--- src/rtl/reaction_timer_mc.sv ---
// reaction_timer_mc: N_CH-player reaction timer with shared go lamp, random pre-go delay and tick prescaler.
// Optional macro BEST_TIME_EN adds per-channel best reaction time registers that persist across rounds.
module reaction_timer_mc #(
   parameter int N_CH         = 2,
   parameter int DLY_W        = 14,
   parameter int T_W          = 10,
   parameter int MAX_TIME     = 999,
   parameter int CLK_PER_TICK = 50000,
   localparam int WIDX        = (N_CH > 1) ? $clog2(N_CH) : 1
) (
   input  logic                clk,
   input  logic                rstn,
   input  logic                start,
   input  logic                abort,
   input  logic [DLY_W-1:0]    rand_delay,
   input  logic [N_CH-1:0]     press,
   output logic                go,
   output logic                busy,
   output logic                done,
   output logic [N_CH*T_W-1:0] react_time,
   output logic [N_CH-1:0]     valid,
   output logic [N_CH-1:0]     false_start,
   output logic [N_CH-1:0]     overflow,
   output logic [WIDX-1:0]     winner_idx,
   output logic                winner_valid
`ifdef BEST_TIME_EN
   ,
   output logic [N_CH*T_W-1:0] best_time,
   output logic [N_CH-1:0]     best_valid
`endif
);

   localparam int PW = $clog2(CLK_PER_TICK);

   typedef enum logic [2:0] {
      S_IDLE  = 3'd0,
      S_CLEAR = 3'd1,
      S_DELAY = 3'd2,
      S_ARMED = 3'd3,
      S_DONE  = 3'd4
   } state_t;

   state_t              state_r, state_s;
   logic [PW-1:0]       presc_r;
   logic [DLY_W-1:0]    dly_r, delay_cnt_r;
   logic [T_W-1:0]      react_cnt_r, win_time_s;
   logic [N_CH-1:0]     press_q_r, resolved_r, edge_s, resolved_s, valid_s, fs_s, ov_s;
   logic [N_CH*T_W-1:0] rt_s;
   logic [WIDX-1:0]     win_idx_s;
   logic                tick_s, timeout_s, abort_s, start_acc_s;
   logic                go_s, busy_s, done_s, win_ok_s;

   assign edge_s      = press & ~press_q_r;
   assign tick_s      = (presc_r == PW'(CLK_PER_TICK - 1));
   assign timeout_s   = (state_r == S_ARMED) && tick_s && (react_cnt_r == T_W'(MAX_TIME));
   assign abort_s     = abort && (state_r != S_IDLE);
   assign start_acc_s = start && !abort && ((state_r == S_IDLE) || (state_r == S_DONE));

   // State register
   always_ff @(posedge clk or negedge rstn) begin
      if (!rstn) state_r <= S_IDLE;
      else       state_r <= state_s;
   end

   // Next-state logic; abort beats start and any press resolution
   always_comb begin
      state_s = state_r;
      if (abort_s) begin
         state_s = S_IDLE;
      end else if (start_acc_s) begin
         state_s = S_CLEAR;
      end else begin
         case (state_r)
            S_CLEAR: state_s = S_DELAY;
            S_DELAY: begin
               if (&resolved_s)                 state_s = S_DONE;
               else if (delay_cnt_r == dly_r)   state_s = S_ARMED;
               else                             state_s = S_DELAY;
            end
            S_ARMED: begin
               if (&resolved_s) state_s = S_DONE;
               else             state_s = S_ARMED;
            end
            default: state_s = state_r;
         endcase
      end
   end

   // Output logic, evaluated on the next state so the registered outputs line up with it
   always_comb begin
      go_s   = (state_s == S_ARMED);
      busy_s = (state_s == S_CLEAR) || (state_s == S_DELAY) || (state_s == S_ARMED);
      done_s = (state_s == S_DONE) && (state_r != S_DONE);
   end

   // Per-channel result update; a capture on the timeout tick wins over overflow
   always_comb begin
      valid_s    = valid;
      fs_s       = false_start;
      ov_s       = overflow;
      rt_s       = react_time;
      resolved_s = resolved_r;
      case (state_r)
         S_DELAY: begin
            fs_s       = false_start | edge_s;
            resolved_s = resolved_r | edge_s;
         end
         S_ARMED: begin
            for (int i = 0; i < N_CH; i++) begin
               if (edge_s[i] && !resolved_r[i]) begin
                  valid_s[i]            = 1'b1;
                  rt_s[i*T_W +: T_W]    = react_cnt_r;
                  resolved_s[i]         = 1'b1;
               end else if (timeout_s && !resolved_r[i]) begin
                  ov_s[i]               = 1'b1;
                  rt_s[i*T_W +: T_W]    = T_W'(MAX_TIME);
                  resolved_s[i]         = 1'b1;
               end else begin
                  resolved_s[i]         = resolved_r[i];
               end
            end
         end
         default: resolved_s = resolved_r;
      endcase
   end

   // Winner search over the results about to be registered; strict compare keeps the lowest index on ties
   always_comb begin
      win_idx_s  = '0;
      win_ok_s   = 1'b0;
      win_time_s = '0;
      for (int i = 0; i < N_CH; i++) begin
         if (valid_s[i] && (!win_ok_s || (rt_s[i*T_W +: T_W] < win_time_s))) begin
            win_idx_s  = WIDX'(i);
            win_ok_s   = 1'b1;
            win_time_s = rt_s[i*T_W +: T_W];
         end else begin
            win_ok_s   = win_ok_s;
         end
      end
   end

   // Datapath: prescaler, counters, results and registered outputs
   always_ff @(posedge clk or negedge rstn) begin
      if (!rstn) begin
         press_q_r    <= '0;
         presc_r      <= '0;
         delay_cnt_r  <= '0;
         react_cnt_r  <= '0;
         dly_r        <= '0;
         resolved_r   <= '0;
         go           <= 1'b0;
         busy         <= 1'b0;
         done         <= 1'b0;
         react_time   <= '0;
         valid        <= '0;
         false_start  <= '0;
         overflow     <= '0;
         winner_idx   <= '0;
         winner_valid <= 1'b0;
      end else begin
         press_q_r <= press;
         go        <= go_s;
         busy      <= busy_s;
         done      <= done_s;
         if ((state_s != state_r) || tick_s || !((state_r == S_DELAY) || (state_r == S_ARMED)))
            presc_r <= '0;
         else
            presc_r <= presc_r + PW'(1);
         if (start_acc_s || abort_s) begin
            delay_cnt_r  <= '0;
            react_cnt_r  <= '0;
            resolved_r   <= '0;
            react_time   <= '0;
            valid        <= '0;
            false_start  <= '0;
            overflow     <= '0;
            winner_idx   <= '0;
            winner_valid <= 1'b0;
            dly_r        <= start_acc_s ? rand_delay : dly_r;
         end else begin
            resolved_r  <= resolved_s;
            react_time  <= rt_s;
            valid       <= valid_s;
            false_start <= fs_s;
            overflow    <= ov_s;
            if (done_s) begin
               winner_idx   <= win_idx_s;
               winner_valid <= win_ok_s;
            end
            if ((state_r == S_DELAY) && tick_s && (delay_cnt_r != dly_r))
               delay_cnt_r <= delay_cnt_r + DLY_W'(1);
            if ((state_r == S_ARMED) && tick_s && (react_cnt_r != T_W'(MAX_TIME)))
               react_cnt_r <= react_cnt_r + T_W'(1);
         end
      end
   end

`ifdef BEST_TIME_EN
   // Best times survive CLEAR and abort; only rstn clears them
   always_ff @(posedge clk or negedge rstn) begin
      if (!rstn) begin
         best_time  <= '0;
         best_valid <= '0;
      end else if (done_s) begin
         for (int i = 0; i < N_CH; i++) begin
            if (valid_s[i] && (!best_valid[i] || (rt_s[i*T_W +: T_W] < best_time[i*T_W +: T_W]))) begin
               best_time[i*T_W +: T_W] <= rt_s[i*T_W +: T_W];
               best_valid[i]           <= 1'b1;
            end
         end
      end
   end
`endif

endmodule

--- config.mk ---
export PLATFORM = sky130hd
export DESIGN_NAME = reaction_timer_mc
export DESIGN_NICKNAME = d
export VERILOG_FILES = /design/src/rtl/reaction_timer_mc.sv
export SDC_FILE = /design/constraint.sdc
export NUM_CORES = 1
export LEC_CHECK = 0
export CAP_MARGIN = 15
export CORE_UTILIZATION = 35
export DETAILED_ROUTE_END_ITERATION = 16
export GPL_TIMING_DRIVEN = 0
export HOLD_SLACK_MARGIN = 0.08
export SLEW_MARGIN = 20
export SYNTH_ARGS = -nofsm -noshare
export SYNTH_HDL_FRONTEND = slang
export SYNTH_SLANG_ARGS = --single-unit
--- constraint.sdc ---
create_clock -name clk -period 3.04 [get_ports clk]
set_input_delay 0.456 -clock clk [delete_from_list [all_inputs] [get_ports clk]]
set_output_delay 0.456 -clock clk [all_outputs]
set_load 0.005 [all_outputs]
==> impl_results.md, run 1 <==
* CTS Buf Count at 9
* Worst EP required at between 3000 and 4000 ps
* Height of the die at between 100 and 150 um
* Rows at 42
* Core ar. at roughly 0.013 sq mm
* Skew final at ~11 ps
* Initial Util at between 30% and 40%
* Antenna viol nets, final at 0
* Sequential area share after synthesis at 48.2%
* R2R Setup Slk at -30 ps
* Clk_lat worst skew at approximately 360 ps
* Reg clk slew, reported paths at roughly 70 ps
* CTS tree: yes
* Lkg Pwr at between 2 and 3 nW
* WL/cell at about 15 um
* Die ar. at approximately 0.014 sq mm
* Reg-to-reg startpoint: react_cnt_r[1]
* Fraction of layout cells with a size suffix above 1 at about a fifth
* Worst r2r dst: winner_idx
* Number of flops mapped to enable cells by yosys at 0
* Vias at 3789
* Rel. slew slack at 57.6%
* Max Transition Viols Final at 0
* CP top delay family: simple AND/OR/NAND/NOR gates
* Hold Vio Cnt, Final at 0
* Startpoint Class: register
* Post-synth top cells: dfrtp_1 (92), nor2_1 (51), nand2_1 (32)
* Placed Area at 0.00553 sq mm
* Cell taking the most area after synthesis: dfrtp_1
* Most frequent CP cell: ha_1
* Synth top area share at about 48%
* WP buf/inv at 0
* Crit share post-route at 101%
* PwrDens at 550 mW/mm^2
* Status: complete, but fails checks
* Slowest stage cell, crit path: dfrtp_2
* Setup WS post-layout at -33.7 ps
* WHS Endpoint: presc_r[0]
* Syn Inst Count at about 460
* Crit end category: register
* Synth Net Count at 496
* Post-DP HPWL at roughly 8.0 mm
* Most numerous cell in the Yosys netlist: dfrtp_1
* Ys async rst share at between 90% and 100%
* Total GRT Usage at about 17%
* Global-route wire length before repair at ~19 mm
* Syn Area/Cell at about 10 sq um
* Syn-to-layout area delta at 27.6%
* Yosys warning count at 0
* Least-Margin Pin Slew at ~640 ps
* DRT iter0 DRCs at 192
* Initial antenna violation count at 0
* Failing checks: negative setup slack
* Crit path max fanout at 7
* Largest net degree at the start of global routing at 49
* DR DRC count at 0
* 1st-pass router iterations at 4
* Dpl ws at -668 ps
* F_max at ~330 MHz
* Number of antenna diodes at 0
* Clock root buffer: clkbuf_16
* Total congestion overflow at 0
* Crit-path cells: ha_1 -> nand2_1 -> nor4_4 -> and2_4 -> o21ai_4 -> a22oi_2 -> or2_4 -> ha_1 -> a21o_1 -> nand3_2 -> a21oi_2 -> o32ai_2 -> nand4_1 -> o22ai_1
* CTS Sinks at between 90 and 100
* WP data arrival at 3350 ps
* I/O pins at around 50
* Yosys reg bits at between 90 and 100
* Clock Tree Buf Depth at 2
* Yosys cell types at about 60
* IR drop worst, VDD at 0.000430 V
* Final Critical Period at 3070 ps
* Hold_sp: presc_r[0]
* Vias in the first global route at around 3.8k
* Final net count at about 580
* Worst hold path class: register to register
* Netlist Area Pre-Place at roughly 0.0048 sq mm
* Setup violators final at 1
* Max-cap violation count at 0
* RSZ-0062 raised after global routing: yes
* H-tree depth at 3
* Vias/cell at ~5.2
* CP Class: register to register
* Top_reg_cell synth: dfrtp_1
* R2R depth at 14
* Final Instance Area at between 0.006 and 0.007 sq mm
* Slowest stage delay, CP at between 400 and 500 ps
* RD Place Congestion at 0.853
* Synth area leaders: dfrtp_1 (48%), xor2_1 (4.9%), nor2_1 (4.0%), mux2_2 (3.3%), ha_1 (3.1%)
* Routed Wire Length at 11.1 mm
* Port Buf Inserts at 50
* Hold Crit Depth at 1
* Die Wd at roughly 120 um
[area by class of cell]
| type | instances | area (sq um) |
|---|---|---|
| clock buffer | 11 | 253 |
| fill | 1276 | 7200 |
| buffer | 21 | 129 |
| timing repair buffer | 70 | 678 |
| inverter | 10 | 37.5 |
| multi-input combinational | 339 | 2440 |
| tap | 176 | 220 |
| sequential | 92 | 2310 |
| clock inverter | 5 | 35.0 |
[sequential cells by signal (all words and copies together) (netlist names), 2 cells and up]
| name | flops |
|---|---|
| react_time | 20 |
| delay_cnt_r | 14 |
| resolved_r | 2 |
| false_start | 2 |
| valid | 2 |
| press_q_r | 2 |
| state_r | 3 |
| overflow | 2 |
| react_cnt_r | 10 |
| dly_r | 14 |
| presc_r | 16 |
[metal layers]
layer	vias to the layer above	GRT usage, %	part of all wire, %
met5	-	0	0
met4	0	5.46	1.4
met3	10	4.55	4.6
met2	80	28.6	49
met1	1882	21.6	45
li1	1817	-	-
[metrics by stage]
stage / setup TNS (ps) / cells / utilization, % / power, mW / hold WS (ps)
final: -33.7 / 724 / 45.9 / 3.35 / 489
after global routing: -164 / 724 / 45.9 / 3.56 / 507
after CTS: -136 / 722 / 45.5 / 3.39 / 491
after detailed placement: -6670 / 691 / 41.6 / 2.26 / 407
after global placement: -174690 / 690 / 41.4 / 2.24 / 473
after floorplan: 0 / 464 / - / 1.97 / 160
[worst max path at each step]
stage | start | endpoint | slack, ps | depth (start not counted)
floorplan | presc_r[12] | winner_idx | 8 | 12
global placement | rstn | dly_r[1] | -1840 | 1
detailed placement | state_r[2] | winner_idx | -670 | 12
CTS | presc_r[7] | winner_idx | -140 | 13
global route | react_cnt_r[1] | winner_idx | -160 | 14
finish | react_cnt_r[1] | winner_idx | -30 | 14
[layout by cell type, fill, tap and decap left out, types with 10 or more instances in the layout]
| cell type | count |
|---|---|
| xor2_1 | 27 |
| nand4_1 | 13 |
| buf_4 | 18 |
| mux2_2 | 14 |
| inv_1 | 10 |
| nand3_1 | 11 |
| mux2i_1 | 12 |
| ha_1 | 11 |
| nor2_1 | 50 |
| xnor2_1 | 10 |
| dfrtp_1 | 89 |
| nand2_1 | 30 |
| o21ai_0 | 22 |
| clkdlybuf4s50_1 | 49 |
| a21oi_1 | 26 |
[cells by family (layout without fill, tap and decap cells)]
group	count (synthesis)	count (layout)	synth area share (%)
muxes	26	26	5.81
AOI/OAI and AO/OA	88	88	11.7
buffers and inverters	33	117	3.56
xor gates and xnor gates	37	37	6.78
DFF	92	92	48.2
adders and majority gates	12	12	3.14
and+or+nand+nor	176	176	20.8
[worst reg2reg max path, stage by stage (launching register included)]
cell	delay (ps)
dfrtp_2	470
ha_1	270
nand2_1	140
nor4_4	330
and2_4	250
o21ai_4	70
a22oi_2	190
or2_4	140
ha_1	240
a21o_1	170
nand3_2	60
a21oi_2	60
o32ai_2	320
nand4_1	130
o22ai_1	160
[what timing repair did]
action                                  in CTS  in global routing
buffers inserted                            16                  2
cloned                                       0                  0
endpoints found under the hold margin       44                  0
hold buffers                                 1                  0
pin swaps                                   16                  6
endpoints found under the setup margin       1                 31
resized for setup                           22                 15
[power breakdown]
group	switching [mW]	leakage (nW)	internal, mW
clock	0.486	0.142	0.600
combinational	0.395	1.40	0.372
sequential	0.119	1.24	1.38
total	1.00	2.78	2.35
(Power assumes the default switching activity.)
==> inputs of run 2 (changes only) <==
--- a/config.mk
+++ b/config.mk
@@ -7,6 +7,7 @@
 export LEC_CHECK = 0
 export CAP_MARGIN = 15
 export CORE_UTILIZATION = 35
+export CTS_BUF_LIST = sky130_fd_sc_hd__clkbuf_4
 export DETAILED_ROUTE_END_ITERATION = 16
 export GPL_TIMING_DRIVEN = 0
 export HOLD_SLACK_MARGIN = 0.08
==> constraint.sdc (replaced) <==
create_clock -name clk -period 3.65 [get_ports clk]
set_input_delay 0.5475 -clock clk [delete_from_list [all_inputs] [get_ports clk]]
set_output_delay 0.5475 -clock clk [all_outputs]
set_load 0.005 [all_outputs]
==> impl_results.md, run 2 (synthesized netlist as in run 1, its figures left out) <==
* RD Place Congestion at between 0.8 and 0.9
* Antenna viol nets, final at 0
* Skew final at between 20 and 30 ps
* Hold Crit Depth at 1
* CTS Buf Count at 9
* WHS Endpoint: presc_r[0]
* Most frequent cells in the layout: dfrtp_1 (92), nor2_1 (51), clkdlybuf4s50_1 (49)
* TNS Setup at 0 ps
* Port Buf Inserts at 50
* Crit-path cells: or4b_4 -> nor4_4 -> and2_4 -> o21a_2 -> o21ai_0 -> ha_1 -> a211oi_1 -> nor2_1 -> o32ai_2 -> nand4_1 -> o22ai_1
* Initial antenna violation count at 0
* Crit end category: register
* Post-DP HPWL at between 7 and 8 mm
* 1st-pass router iterations at 4
* Rows at between 40 and 50
* Clk_lat worst skew at approximately 480 ps
* Non-filler cells, final at approximately 700
* Final hold slack at between 400 and 500 ps
* Startpoint Class: register
* WP data arrival at about 3800 ps
* Worst hold path class: register to register
* Height of the die at 119 um
* Initial Util at a little over a third
* F_max at just under 300 MHz
* Vias at roughly 3.7k
* Die ar. at 0.0141 sq mm
* Final net count at around 560
* Largest net degree at the start of global routing at just over 50
* Worst EP required at 4060 ps
* Worst r2r dst: winner_idx
* Max reg flops at 20
* Number of antenna diodes at 0
* Slowest stage delay, CP at about 560 ps
* Least-Margin Pin Slew at roughly 840 ps
* Max Transition Viols Final at 0
* Fraction of layout cells with a size suffix above 1 at 14.4%
* Slowest stage cell, crit path: or4b_4
* H-tree depth at 3
* CTS Sinks at 92
* Crit share post-route at 92.2%
* Die Wd at about 120 um
* WP buf/inv at 0
* RSZ-0062 raised after global routing: no
* Clock Tree Buf Depth at 2
* R2R depth at 11
* Vias in the first global route at between 3k and 4k
* Clock root buffer: clkbuf_4
* Total GRT Usage at ~17%
* Reg-to-reg startpoint: presc_r[10]
* CTS tree: yes
* WL/cell at ~15 um
* Commonest non-fill, non-tap cell in the layout: dfrtp_1
* IR drop worst, VDD at 0.000226 V
* DR DRC count at 0
* Lkg Pwr at approximately 2.6 nW
* Placed insts at about 690
* Hold Vio Cnt, Final at 0
* Hold_sp: presc_r[0]
* Setup violators final at 0
* Reg clk slew, reported paths at 160 ps
* Biggest regs: react_time: 20 flops, presc_r: 16 flops
* Total congestion overflow at 0
* Crit path max fanout at 14
* PwrDens at 435 mW/mm^2
* I/O pins at 51
* Rel. slew slack at between 40 and 50%
* CP Class: register to register
* Routed Wire Length at around 11 mm
* Max-cap violation count at 0
* Syn-to-layout area delta at 20.4%
* Status: complete, no violations
* Number of fillers in the final layout at 1298
* Largest Register: react_time
* Global-route wire length before repair at ~19 mm
* CP top delay family: simple AND/OR/NAND/NOR gates
* R2R Setup Slk at 290 ps
* DRT iter0 DRCs at between 200 and 300
* Final Critical Period at 3360 ps
* Core ar. at between 0.01 and 0.015 sq mm
* Vias/cell at 5.27
-- run 2: changes by cell type in the layout (fill, tap and decap cells not counted), moves of 2 or more --
| cell | change |
|---|---|
| buf_4 | -15 |
| bufinv_16 | +2 |
| clkbuf_1 | +2 |
| clkbuf_16 | -9 |
| clkbuf_4 | +9 |
| clkbuf_8 | -2 |
| clkinv_1 | +2 |
| dfrtp_1 | +3 |
| dfrtp_2 | -3 |
| nand3_1 | +2 |
-- run 2: metal layers --
metal | track usage [%] | wire length [um] | up-vias
met4 | 6.65 | 180 | 0
met3 | 3.02 | 370 | 14
met2 | 27.2 | 5290 | 74
met1 | 22.5 | 5090 | 1868
met5 | 0 | 0 | -
li1 | - | - | 1787
-- run 2: final cells by class --
cell class / count / area, sq um / area share (%)
clock inverter: 7 / 90.1 / 1.56
multi-input combinational: 339 / 2350 / 40.8
timing repair buffer: 55 / 562 / 9.76
tap: 176 / 220 / 3.83
sequential: 92 / 2300 / 40.0
buffer: 22 / 129 / 2.24
clock buffer: 9 / 67.6 / 1.17
inverter: 10 / 37.5 / 0.652
-- run 2: repair_timing --
action / CTS / global route
gates resized for setup: 3 / 9
setup buffers: 1 / 2
pin swaps: 1 / 1
endpoints found under the hold margin: 42 / 0
endpoints found under the setup margin: 1 / 1
hold buffers: 1 / 0
-- run 2: worst max-delay path by stage --
stage                      from    endpoint  slack (ps)  depth (start not counted)
finish              presc_r[10]  winner_idx         290                         11
global route        presc_r[10]  winner_idx          30                         11
CTS                 presc_r[13]  winner_idx          10                         13
detailed placement     press[1]  winner_idx        -170                         12
global placement           rstn  presc_r[0]       -1370                          1
floorplan           presc_r[10]  winner_idx         520                         12
-- run 2: power breakdown --
part / switching (mW) / internal (mW)
Sequential: 0.100 / 1.15
Clock: 0.360 / 0.276
Combinational: 0.319 / 0.297
-- run 2: per-stage QoR --
step	setup slack (ps)	instance area [sq um]	util (%)	power (mW)
5_1_grt	32.7	5760	43.3	2.66
3_3_place_gp	-1370	5500	41.4	1.87
3_5_place_dp	-171	5530	41.6	1.89
6_report	286	5760	43.3	2.50
4_1_cts	10.7	5720	43.0	2.53
2_1_floorplan	519	4780	-	1.64
==> inputs of run 3 (changes only) <==
--- a/config.mk
+++ b/config.mk
@@ -5,7 +5,9 @@
 export SDC_FILE = /design/constraint.sdc
 export NUM_CORES = 1
 export LEC_CHECK = 0
+export ABC_CLOCK_PERIOD_IN_PS = 3650
 export CAP_MARGIN = 15
+export CORE_ASPECT_RATIO = 1.5
 export CORE_UTILIZATION = 35
 export CTS_BUF_LIST = sky130_fd_sc_hd__clkbuf_4
 export DETAILED_ROUTE_END_ITERATION = 16
==> impl_results.md, run 3 (synthesized netlist as in run 1, its figures left out) <==
* Port Buf Inserts at 50
* Hold Vio Cnt, Final at 0
* Total GRT Usage at 16.2%
* Final net count at 562
* Number of antenna diodes at 0
* Clk_lat worst skew at approximately 470 ps
* Placed Area at approximately 0.0055 sq mm
* Worst hold path class: register to register
* Int Power at ~1.7 mW
* TNS Setup at 0 ps
* Vias/cell at 5.31
* Non-filler cells, final at 694
* Vias at around 3.7k
* Post-layout util at a little over two fifths
* F_max at 285 MHz
* Rel. slew slack at between 40% and 50%
* Die Wd at 97.4 um
* Sw Pwr at ~800 uW
* Crit end category: register
* Total congestion overflow at 0
* IR drop worst, VDD at between 0.00015 and 0.0002 V
* Clock Power Share at 25.6%
* Antenna viol nets, final at 0
* Vias in the first global route at between 3k and 4k
* CP Class: register to register
* Core ar. at approximately 0.013 sq mm
* Slowest stage delay, CP at 550 ps
* Fraction of layout cells with a size suffix above 1 at between 10% and 20%
* Max-cap violation count at 0
* Die ar. at 0.0141 sq mm
* Least-Margin Pin Slew at ~820 ps
* Most frequent cells in the layout: dfrtp_1 (92), nor2_1 (51), clkdlybuf4s50_1 (49)
* CTS Sinks at 92
* Clock root buffer: clkbuf_4
* PwrDens at between 400 and 500 mW/mm^2
* Sequential share of power at 49.6%
* CTS Buf Count at 9
* DR DRC count at 0
* Crit share post-route at a little over nine tenths
* Height of the die at between 100 and 150 um
* Global-route wire length before repair at around 18 mm
* Reg clk slew, reported paths at between 100 and 150 ps
* Biggest regs: react_time: 20 flops, presc_r: 16 flops
* Initial antenna violation count at 0
* Max Transition Viols Final at 0
* Final hold slack at ~500 ps
* M3 GR Usage at 2.94%
* WL/cell at roughly 16 um
* Sw frac at 31.0%
* Routed Wire Length at about 11 mm
* RD Place Congestion at around 0.85
* Commonest non-fill, non-tap cell in the layout: dfrtp_1
* Crit-path cells: or4b_4 -> nor4_4 -> and2_4 -> o21a_2 -> clkbuf_4 -> o21ai_0 -> ha_1 -> a211oi_1 -> nor2_1 -> o32ai_1 -> nand4_1 -> o22ai_1
* I/O pins at roughly 50
* DRT iter0 DRCs at roughly 150
* Syn-to-layout area delta at 20.0%
* Crit path max fanout at 10
* 1st-pass router iterations at 5
* Placed insts at ~670
* Startpoint Class: register
* WP data arrival at about 3900 ps
* Setup violators final at 0
* Lkg Pwr at about 2.6 nW
* CTS tree: yes
* Skew final at between 20 and 30 ps
* H-tree depth at 3
* Grt met2 use at 28.2%
* Clock Tree Buf Depth at 2
* Max reg flops at 20
* Gr busiest metal: met2
* Final Instance Area at between 0.005 and 0.006 sq mm
* Slowest stage cell, crit path: or4b_4
* Met1 usage at between 15 and 20%
* Final Critical Period at ~3500 ps
* Status: complete, no violations
* Worst EP required at ~4000 ps
* Initial Util at between 30% and 40%
* Largest Register: react_time
* Largest net degree at the start of global routing at 59
* Rows at roughly 50
* Post-DP HPWL at between 8 and 9 mm
* Combinational power share at between 20 and 25%
[run 3: cell types whose count changed in the layout (fill, tap and decap cells not counted), sizes merged]
cell	change
inv	+1
clkinv	-2
clkbuf	+3
buf	-1
[run 3: final timing paths]
| path | to | start | cells past startpoint | slack [ps] |
|---|---|---|---|---|
| setup / recovery | winner_idx | presc_r[7] | 12 | 140 |
| hold / removal | presc_r[0] | presc_r[0] | 1 | 500 |
| setup reg to reg | winner_idx | presc_r[7] | 12 | 140 |
| hold reg to reg | presc_r[0] | presc_r[0] | 1 | 500 |
| max in group asynchronous | dly_r[13] | rstn | 3 | 2550 |
| min in group asynchronous | react_time[16] | rstn | 2 | 520 |
[run 3: cell type report]
class | count | area, sq um
sequential | 92 | 2300
buffer | 23 | 135
tap | 159 | 199
multi-input combinational | 339 | 2340
inverter | 10 | 37.5
clock inverter | 6 | 86.3
clock buffer | 10 | 75.1
timing repair buffer | 55 | 562
fill | 1287 | 7410
[run 3: worst max-delay path: cells and delay by family, from the launching register on]
kind	cells	cell delay [ps]
AO/OA/AOI/OAI	5	1040
adder cells (fa/ha/maj)	1	300
buffers and inverters	1	210
flip-flops	1	460
AND/OR/NAND/NOR	5	1470
[run 3: metrics by stage]
step           setup slack [ps]  total power, mW
2_1_floorplan               519             1.64
3_3_place_gp              -1370             1.87
3_5_place_dp               -145             1.89
4_1_cts                    30.1             2.54
5_1_grt                   -9.13             2.66
6_report                    139             2.51
[run 3: layer usage]
layer	part of all wire, %	wire length [um]	vias up
met1	42	4630	1817
met2	53	5820	67
met4	2.5	281	0
li1	-	-	1782
met3	2.8	313	21
met5	0	0	-
[run 3: what timing repair did]
| action | 4_1_cts | 5_1_grt |
|---|---|---|
| hold endpoints to repair | 34 | 0 |
| gates resized for setup | 1 | 8 |
| endpoints found under the setup margin | 1 | 1 |
| pin swaps | 1 | 2 |
| gates cloned | 0 | 0 |
| hold buffers | 1 | 0 |
| setup buffers | 2 | 1 |
[run 3: power groups by stage]
stage | sequential (mW) | combinational (mW) | clock (mW)
6_report | 1.25 | 0.621 | 0.644
3_3_place_gp | 1.27 | 0.607 | 0
5_1_grt | 1.27 | 0.684 | 0.705
2_1_floorplan | 1.24 | 0.395 | 0
3_5_place_dp | 1.27 | 0.619 | 0
4_1_cts | 1.25 | 0.625 | 0.665
